$ cat src/rtl/uart_echo_fifo.sv
// Buffered echo bridge between a UART receiver and transmitter: received words are queued
// in a FIFO, optionally transformed at dequeue, and issued one at a time with a start/busy handshake.
module uart_echo_fifo #(
    parameter int unsigned DATA_WIDTH   = 8,
    parameter int unsigned DEPTH        = 16,
    parameter int unsigned MODE         = 0,
    parameter int unsigned BUSY_TIMEOUT = 1024,
    parameter int unsigned LED_STRETCH  = 1_200_000
) (
    input  logic                     clk,
    input  logic                     resetn,
    input  logic                     rx_ready,
    input  logic [DATA_WIDTH-1:0]    rx_data,
    input  logic                     tx_busy,
    output logic                     tx_start,
    output logic [DATA_WIDTH-1:0]    tx_data,
    output logic                     overflow,
    input  logic                     overflow_clr,
    output logic [7:0]               drop_count,
    output logic                     tx_timeout,
    output logic [$clog2(DEPTH):0]   fifo_level,
    output logic                     led
);

    localparam int unsigned AW         = $clog2(DEPTH);
    localparam int unsigned TW         = (BUSY_TIMEOUT > 1) ? $clog2(BUSY_TIMEOUT) : 1;
    localparam int unsigned LW         = (LED_STRETCH > 0) ? $clog2(LED_STRETCH + 1) : 1;
    localparam int unsigned TMO_LAST_I = (BUSY_TIMEOUT > 0) ? BUSY_TIMEOUT - 1 : 0;

    localparam logic [AW:0]           FULL_LVL = DEPTH[AW:0];
    localparam logic [TW-1:0]         TMO_LAST = TMO_LAST_I[TW-1:0];
    localparam logic [LW-1:0]         LED_LOAD = LED_STRETCH[LW-1:0];
    localparam logic [DATA_WIDTH-1:0] LOWER_A  = DATA_WIDTH'(8'h61);
    localparam logic [DATA_WIDTH-1:0] LOWER_Z  = DATA_WIDTH'(8'h7A);
    localparam logic [DATA_WIDTH-1:0] CASE_OFS = DATA_WIDTH'(8'h20);

    typedef enum logic [1:0] {
        IDLE,
        WAIT_BUSY,
        WAIT_DONE
    } state_e;

    state_e                  state_q, state_d;
    logic [DATA_WIDTH-1:0]   mem_q [DEPTH];
    logic [AW:0]             wr_ptr_q, wr_ptr_d;
    logic [AW:0]             rd_ptr_q, rd_ptr_d;
    logic                    tx_start_q, tx_start_d;
    logic [DATA_WIDTH-1:0]   tx_data_q, tx_data_d;
    logic                    overflow_q, overflow_d;
    logic [7:0]              drop_q, drop_d;
    logic                    timeout_q, timeout_d;
    logic [TW-1:0]           tmo_cnt_q, tmo_cnt_d;
    logic [LW-1:0]           led_cnt_q, led_cnt_d;

    logic [AW:0]             level;
    logic                    full;
    logic                    empty;
    logic                    pop;
    logic                    push;
    logic                    drop;
    logic [DATA_WIDTH-1:0]   head;

    function automatic logic [DATA_WIDTH-1:0] xform(input logic [DATA_WIDTH-1:0] w);
        logic [DATA_WIDTH-1:0] r;
        r = w;
        if (MODE == 2) begin
            r = ~w;
        end else if (MODE == 1 && DATA_WIDTH == 8) begin
            if (w >= LOWER_A && w <= LOWER_Z) r = w - CASE_OFS;
        end
        return r;
    endfunction

    // Extra pointer bit makes the difference DEPTH when full and 0 when empty.
    assign level = wr_ptr_q - rd_ptr_q;
    assign full  = (level == FULL_LVL);
    assign empty = (level == '0);
    assign head  = mem_q[rd_ptr_q[AW-1:0]];

    assign pop   = (state_q == IDLE) && !empty && !tx_busy;
    assign push  = rx_ready && (!full || pop);
    assign drop  = rx_ready && full && !pop;

    always_ff @(posedge clk) begin
        if (push) mem_q[wr_ptr_q[AW-1:0]] <= rx_data;
    end

    always_comb begin
        state_d    = state_q;
        wr_ptr_d   = wr_ptr_q;
        rd_ptr_d   = rd_ptr_q;
        tx_start_d = tx_start_q;
        tx_data_d  = tx_data_q;
        overflow_d = overflow_q;
        drop_d     = drop_q;
        timeout_d  = timeout_q;
        tmo_cnt_d  = tmo_cnt_q;
        led_cnt_d  = (led_cnt_q != '0) ? led_cnt_q - 1'b1 : led_cnt_q;

        if (push) wr_ptr_d = wr_ptr_q + 1'b1;
        if (pop)  rd_ptr_d = rd_ptr_q + 1'b1;

        if (overflow_clr) begin
            overflow_d = 1'b0;
            drop_d     = '0;
            timeout_d  = 1'b0;
        end
        // A drop on the clearing edge still registers as the first drop.
        if (drop) begin
            overflow_d = 1'b1;
            if (overflow_clr)        drop_d = 8'd1;
            else if (drop_q != 8'hFF) drop_d = drop_q + 8'd1;
        end

        case (state_q)
            IDLE: begin
                if (pop) begin
                    tx_data_d  = xform(head);
                    tx_start_d = 1'b1;
                    led_cnt_d  = LED_LOAD;
                    tmo_cnt_d  = '0;
                    state_d    = WAIT_BUSY;
                end
            end
            WAIT_BUSY: begin
                if (tx_busy) begin
                    tx_start_d = 1'b0;
                    state_d    = WAIT_DONE;
                end else if (tmo_cnt_q == TMO_LAST) begin
                    tx_start_d = 1'b0;
                    timeout_d  = 1'b1;
                    state_d    = IDLE;
                end else begin
                    tmo_cnt_d = tmo_cnt_q + 1'b1;
                end
            end
            WAIT_DONE: begin
                if (!tx_busy) state_d = IDLE;
            end
            default: state_d = IDLE;
        endcase
    end

    always_ff @(posedge clk or negedge resetn) begin
        if (!resetn) begin
            state_q    <= IDLE;
            wr_ptr_q   <= '0;
            rd_ptr_q   <= '0;
            tx_start_q <= 1'b0;
            tx_data_q  <= '0;
            overflow_q <= 1'b0;
            drop_q     <= '0;
            timeout_q  <= 1'b0;
            tmo_cnt_q  <= '0;
            led_cnt_q  <= '0;
        end else begin
            state_q    <= state_d;
            wr_ptr_q   <= wr_ptr_d;
            rd_ptr_q   <= rd_ptr_d;
            tx_start_q <= tx_start_d;
            tx_data_q  <= tx_data_d;
            overflow_q <= overflow_d;
            drop_q     <= drop_d;
            timeout_q  <= timeout_d;
            tmo_cnt_q  <= tmo_cnt_d;
            led_cnt_q  <= led_cnt_d;
        end
    end

    assign tx_start   = tx_start_q;
    assign tx_data    = tx_data_q;
    assign overflow   = overflow_q;
    assign drop_count = drop_q;
    assign tx_timeout = timeout_q;
    assign fifo_level = level;
    assign led        = (led_cnt_q != '0);

endmodule

$ cat config.mk
export PLATFORM = sky130hd
export DESIGN_NAME = uart_echo_fifo
export DESIGN_NICKNAME = d
export VERILOG_FILES = /design/src/rtl/uart_echo_fifo.sv
export SDC_FILE = /design/constraint.sdc
export NUM_CORES = 1
export LEC_CHECK = 0
export ABC_AREA = 1
export ABC_CLOCK_PERIOD_IN_PS = 2500
export CORE_MARGIN = 8
export CORE_UTILIZATION = 55
export DETAILED_ROUTE_END_ITERATION = 10
export PLACE_DENSITY_LB_ADDON = 0.1
export SYNTH_ARGS = -nofsm -noshare
export SYNTH_HDL_FRONTEND = slang
export SYNTH_SLANG_ARGS = --single-unit
$ cat constraint.sdc
create_clock -name clk -period 2.5 [get_ports clk]
set_input_delay 0.5 -clock clk [delete_from_list [all_inputs] [get_ports clk]]
set_output_delay 0.5 -clock clk [all_outputs]
set_load 0.05 [all_outputs]
==> results.sh <==
export IMPL_setup_ws_ns=0.0643
export IMPL_async_flop_share=0.326
export IMPL_syn_avg_cell_area_um2=9.29
export IMPL_ys_ff_latch=190
export IMPL_num_vias=6625
export IMPL_final_common_cell="nand2_1"
export IMPL_synth_cell_types=35
export IMPL_gr_total_overflow=0
export IMPL_slew_violations=0
export IMPL_ys_seq_area_frac=0.602
export IMPL_place_ws_ns=0.114
export IMPL_die_area_um2=20600
export IMPL_wl_per_cell_um=17.1
export IMPL_total_power_uw=12400
export IMPL_post_route_period_util=0.974
export IMPL_yosysTopAreaCell="edfxtp_1"
export IMPL_ys_top_cells_by_area="edfxtp_1, dfrtp_1, nand2_1"
export IMPL_grt_pass1_vias=6399
export IMPL_final_hold_violation_count=0
export IMPL_area_growth_pct=17.6
export IMPL_final_cell_area_um2=10500
export IMPL_start_util=0.564
export IMPL_grt_util_all_layers=0.218
export IMPL_clkSlewWorstSetupHoldPaths_ns=0.07
export IMPL_port_buffer_count=37
export IMPL_fin_skew_ns=0.0108
export IMPL_p_seq_frac=0.330
export IMPL_criticalPathCategory="flop to primary output"
export IMPL_drc=0
export IMPL_power_frac_clock=0.220
export IMPL_finalCriticalPeriod_ns=2.44
export IMPL_nets=1037
export IMPL_rsz0062_at_grt="true"
export IMPL_cp_end_kind="primary output"
export IMPL_leakage_uw=0.00415
export IMPL_grt_max_degree=69
export IMPL_diodes=0
export IMPL_cts_buffers=17
export IMPL_cap_violations=0
export IMPL_power_density_nw_per_um2=1180
export IMPL_die_y_um=144
export IMPL_rows=46
export IMPL_hold_class="input port to asynchronous set/reset pin"
export IMPL_postRouteAntennaNets=0
export IMPL_cts_hold_buffers=0
export IMPL_h_tree_depth=4
export IMPL_yosys_most_used_dff="edfxtp_1"
export IMPL_antenna_found_initial=0
export IMPL_slew_headroom=0.526
export IMPL_grt_pass1_wl_um=34000
export IMPL_ff_latch_area_um2=5400
export IMPL_syn_inst=964
export IMPL_cp_arrival_ns=1.94
export IMPL_synth_top_area_frac=0.429
export IMPL_start_kind="flop"
export IMPL_synth_edff_count=128
export IMPL_hpwl_um=13700
export IMPL_p_int_uw=7290
export IMPL_drive_above_1_share=0.121
export IMPL_pin_count=38
export IMPL_drt_iter0_markers=620
export IMPL_worstSkewPairLatency_ns=0.44
export IMPL_syn_area_um2=8950
export IMPL_cts_max_path_buffers=2
export IMPL_layout_common_cells="nand2_1, nor2_1, edfxtp_1"
export IMPL_gp_congestion=0.915
export IMPL_swShare=0.411
export IMPL_setup_viol=0
export IMPL_dr_pass1_iters=5
export IMPL_cts_tree="built"
export IMPL_place_area_um2=9860
export IMPL_outcome="finished clean"
export IMPL_drt_total_wl_um=21200
export IMPL_holdWs_ns=0.0640
export IMPL_synth_warnings=0
export IMPL_switching_power_uw=5100
export IMPL_tightest_slew_ns=0.712
export IMPL_cts_root_buffer="clkbuf_16"
export IMPL_n_fill_cell=1301
export IMPL_combinationalPowerShare=0.450
export IMPL_drt_vias_per_instance=5.34
export IMPL_crit_fanout=4
export IMPL_irDropWorstVdd_mv=1.19
export IMPL_synthesis_nets=990
export IMPL_cts_sinks=190
export IMPL_core_um2=15900
export IMPL_die_w_um=144
export IMPL_clock_fmax_mhz=411
export IMPL_required_ns=2.00
export IMPL_multi_input_area_um2=3360
-- through the flow --
step	TNS [ns]	util	std cells
global placement	0	0.621	1204
finish	0	0.663	1240
global route	-0.486	0.663	1240
CTS	0	0.659	1236
detailed placement	0	0.621	1204
floorplan	-0.249	-	964
-- sequential cells by signal, indices dropped and copies added, names as in the netlist, 2 cells and up --
| signal | cells |
|---|---|
| drop_count | 8 |
| led_cnt_q | 21 |
| mem_q | 128 |
| rd_ptr_q | 5 |
| state_q | 2 |
| tmo_cnt_q | 10 |
| tx_data | 8 |
| wr_ptr_q | 5 |
-- path summary, 6_finish.rpt --
kind	start	endpoint	slack [ns]	cells after the start
setup / recovery	wr_ptr_q[0]$_DFFE_PN0P_	fifo_level[4]	0.06	8
hold / removal	resetn	tx_data[0]$_DFFE_PN0P_	0.06	2
setup reg to reg	wr_ptr_q[0]$_DFFE_PN0P_	mem_q[0][2]$_DFFE_PP_	0.10	13
hold reg to reg	tx_data[3]$_DFFE_PN0P_	tx_data[3]$_DFFE_PN0P_	0.48	2
max in group asynchronous	resetn	wr_ptr_q[3]$_DFFE_PN0P_	2.13	2
min in group clk	tx_data[3]$_DFFE_PN0P_	tx_data[3]$_DFFE_PN0P_	0.48	2
-- layer usage --
metal / GRT usage / up-vias / share of wire
li1: - / 3255 / -
met1: 0.294 / 3134 / 0.44
met2: 0.350 / 212 / 0.48
met3: 0.0425 / 24 / 0.063
met4: 0.0725 / 0 / 0.017
met5: 0 / - / 0
-- power by group through the flow --
stage / Combinational, µW / Clock [µW] / Sequential [µW]
floorplan: 3370 / 0 / 4350
CTS: 5430 / 2770 / 4080
finish: 5580 / 2730 / 4080
global placement: 5260 / 0 / 4130
global route: 6100 / 2910 / 4130
detailed placement: 5300 / 0 / 4130
-- what timing repair did --
item / 4_1_cts / 5_1_grt
pin swaps: 1 / 5
setup endpoints to repair: 3 / 17
resized for setup: 7 / 8
setup buffers: 0 / 4
-- logic make-up (layout without fill, tap and decap cells) --
kind of cell,Yosys count,count (layout),share of synthesized area
xor+xnor,28,28,0.0274
flops,190,190,0.602
simple gates,547,547,0.251
buf+inv,93,153,0.0442
fa+ha+maj,13,13,0.0190
compound gates,93,93,0.0556
-- Yosys cell counts (2+ instances only) --
cell,count
o21ai_0,69
a21oi_1,7
nand3_1,71
edfxtp_1,128
nand2_1,234
nor3b_1,2
o211ai_1,9
clkbuf_1,16
nor2_1,213
nand3_2,2
ha_1,12
nand2_2,3
nor3_1,8
xor2_1,16
inv_1,49
nor2_2,6
o21ai_1,4
xnor2_1,12
clkinv_1,3
dfrtp_1,62
buf_2,16
buf_6,2
buf_1,2
or2_2,4
buf_4,3
inv_2,2
-- area by class of cell --
type / instances / area share
tap: 216 / 0.0257
timing repair buffer: 67 / 0.0677
sequential: 190 / 0.513
multi-input combinational: 681 / 0.319
clock buffer: 19 / 0.0411
inverter: 54 / 0.0197
clock inverter: 13 / 0.0144
-- critical path, cell delays in order (launching register included) --
cell,delay [ns]
dfrtp_1,0.39
inv_2,0.09
ha_4,0.13
inv_2,0.04
fa_2,0.36
nand3_2,0.10
nand3_1,0.14
nand2_4,0.12
buf_12,0.14
No activity file was read; power rests on OpenSTA's default activity.
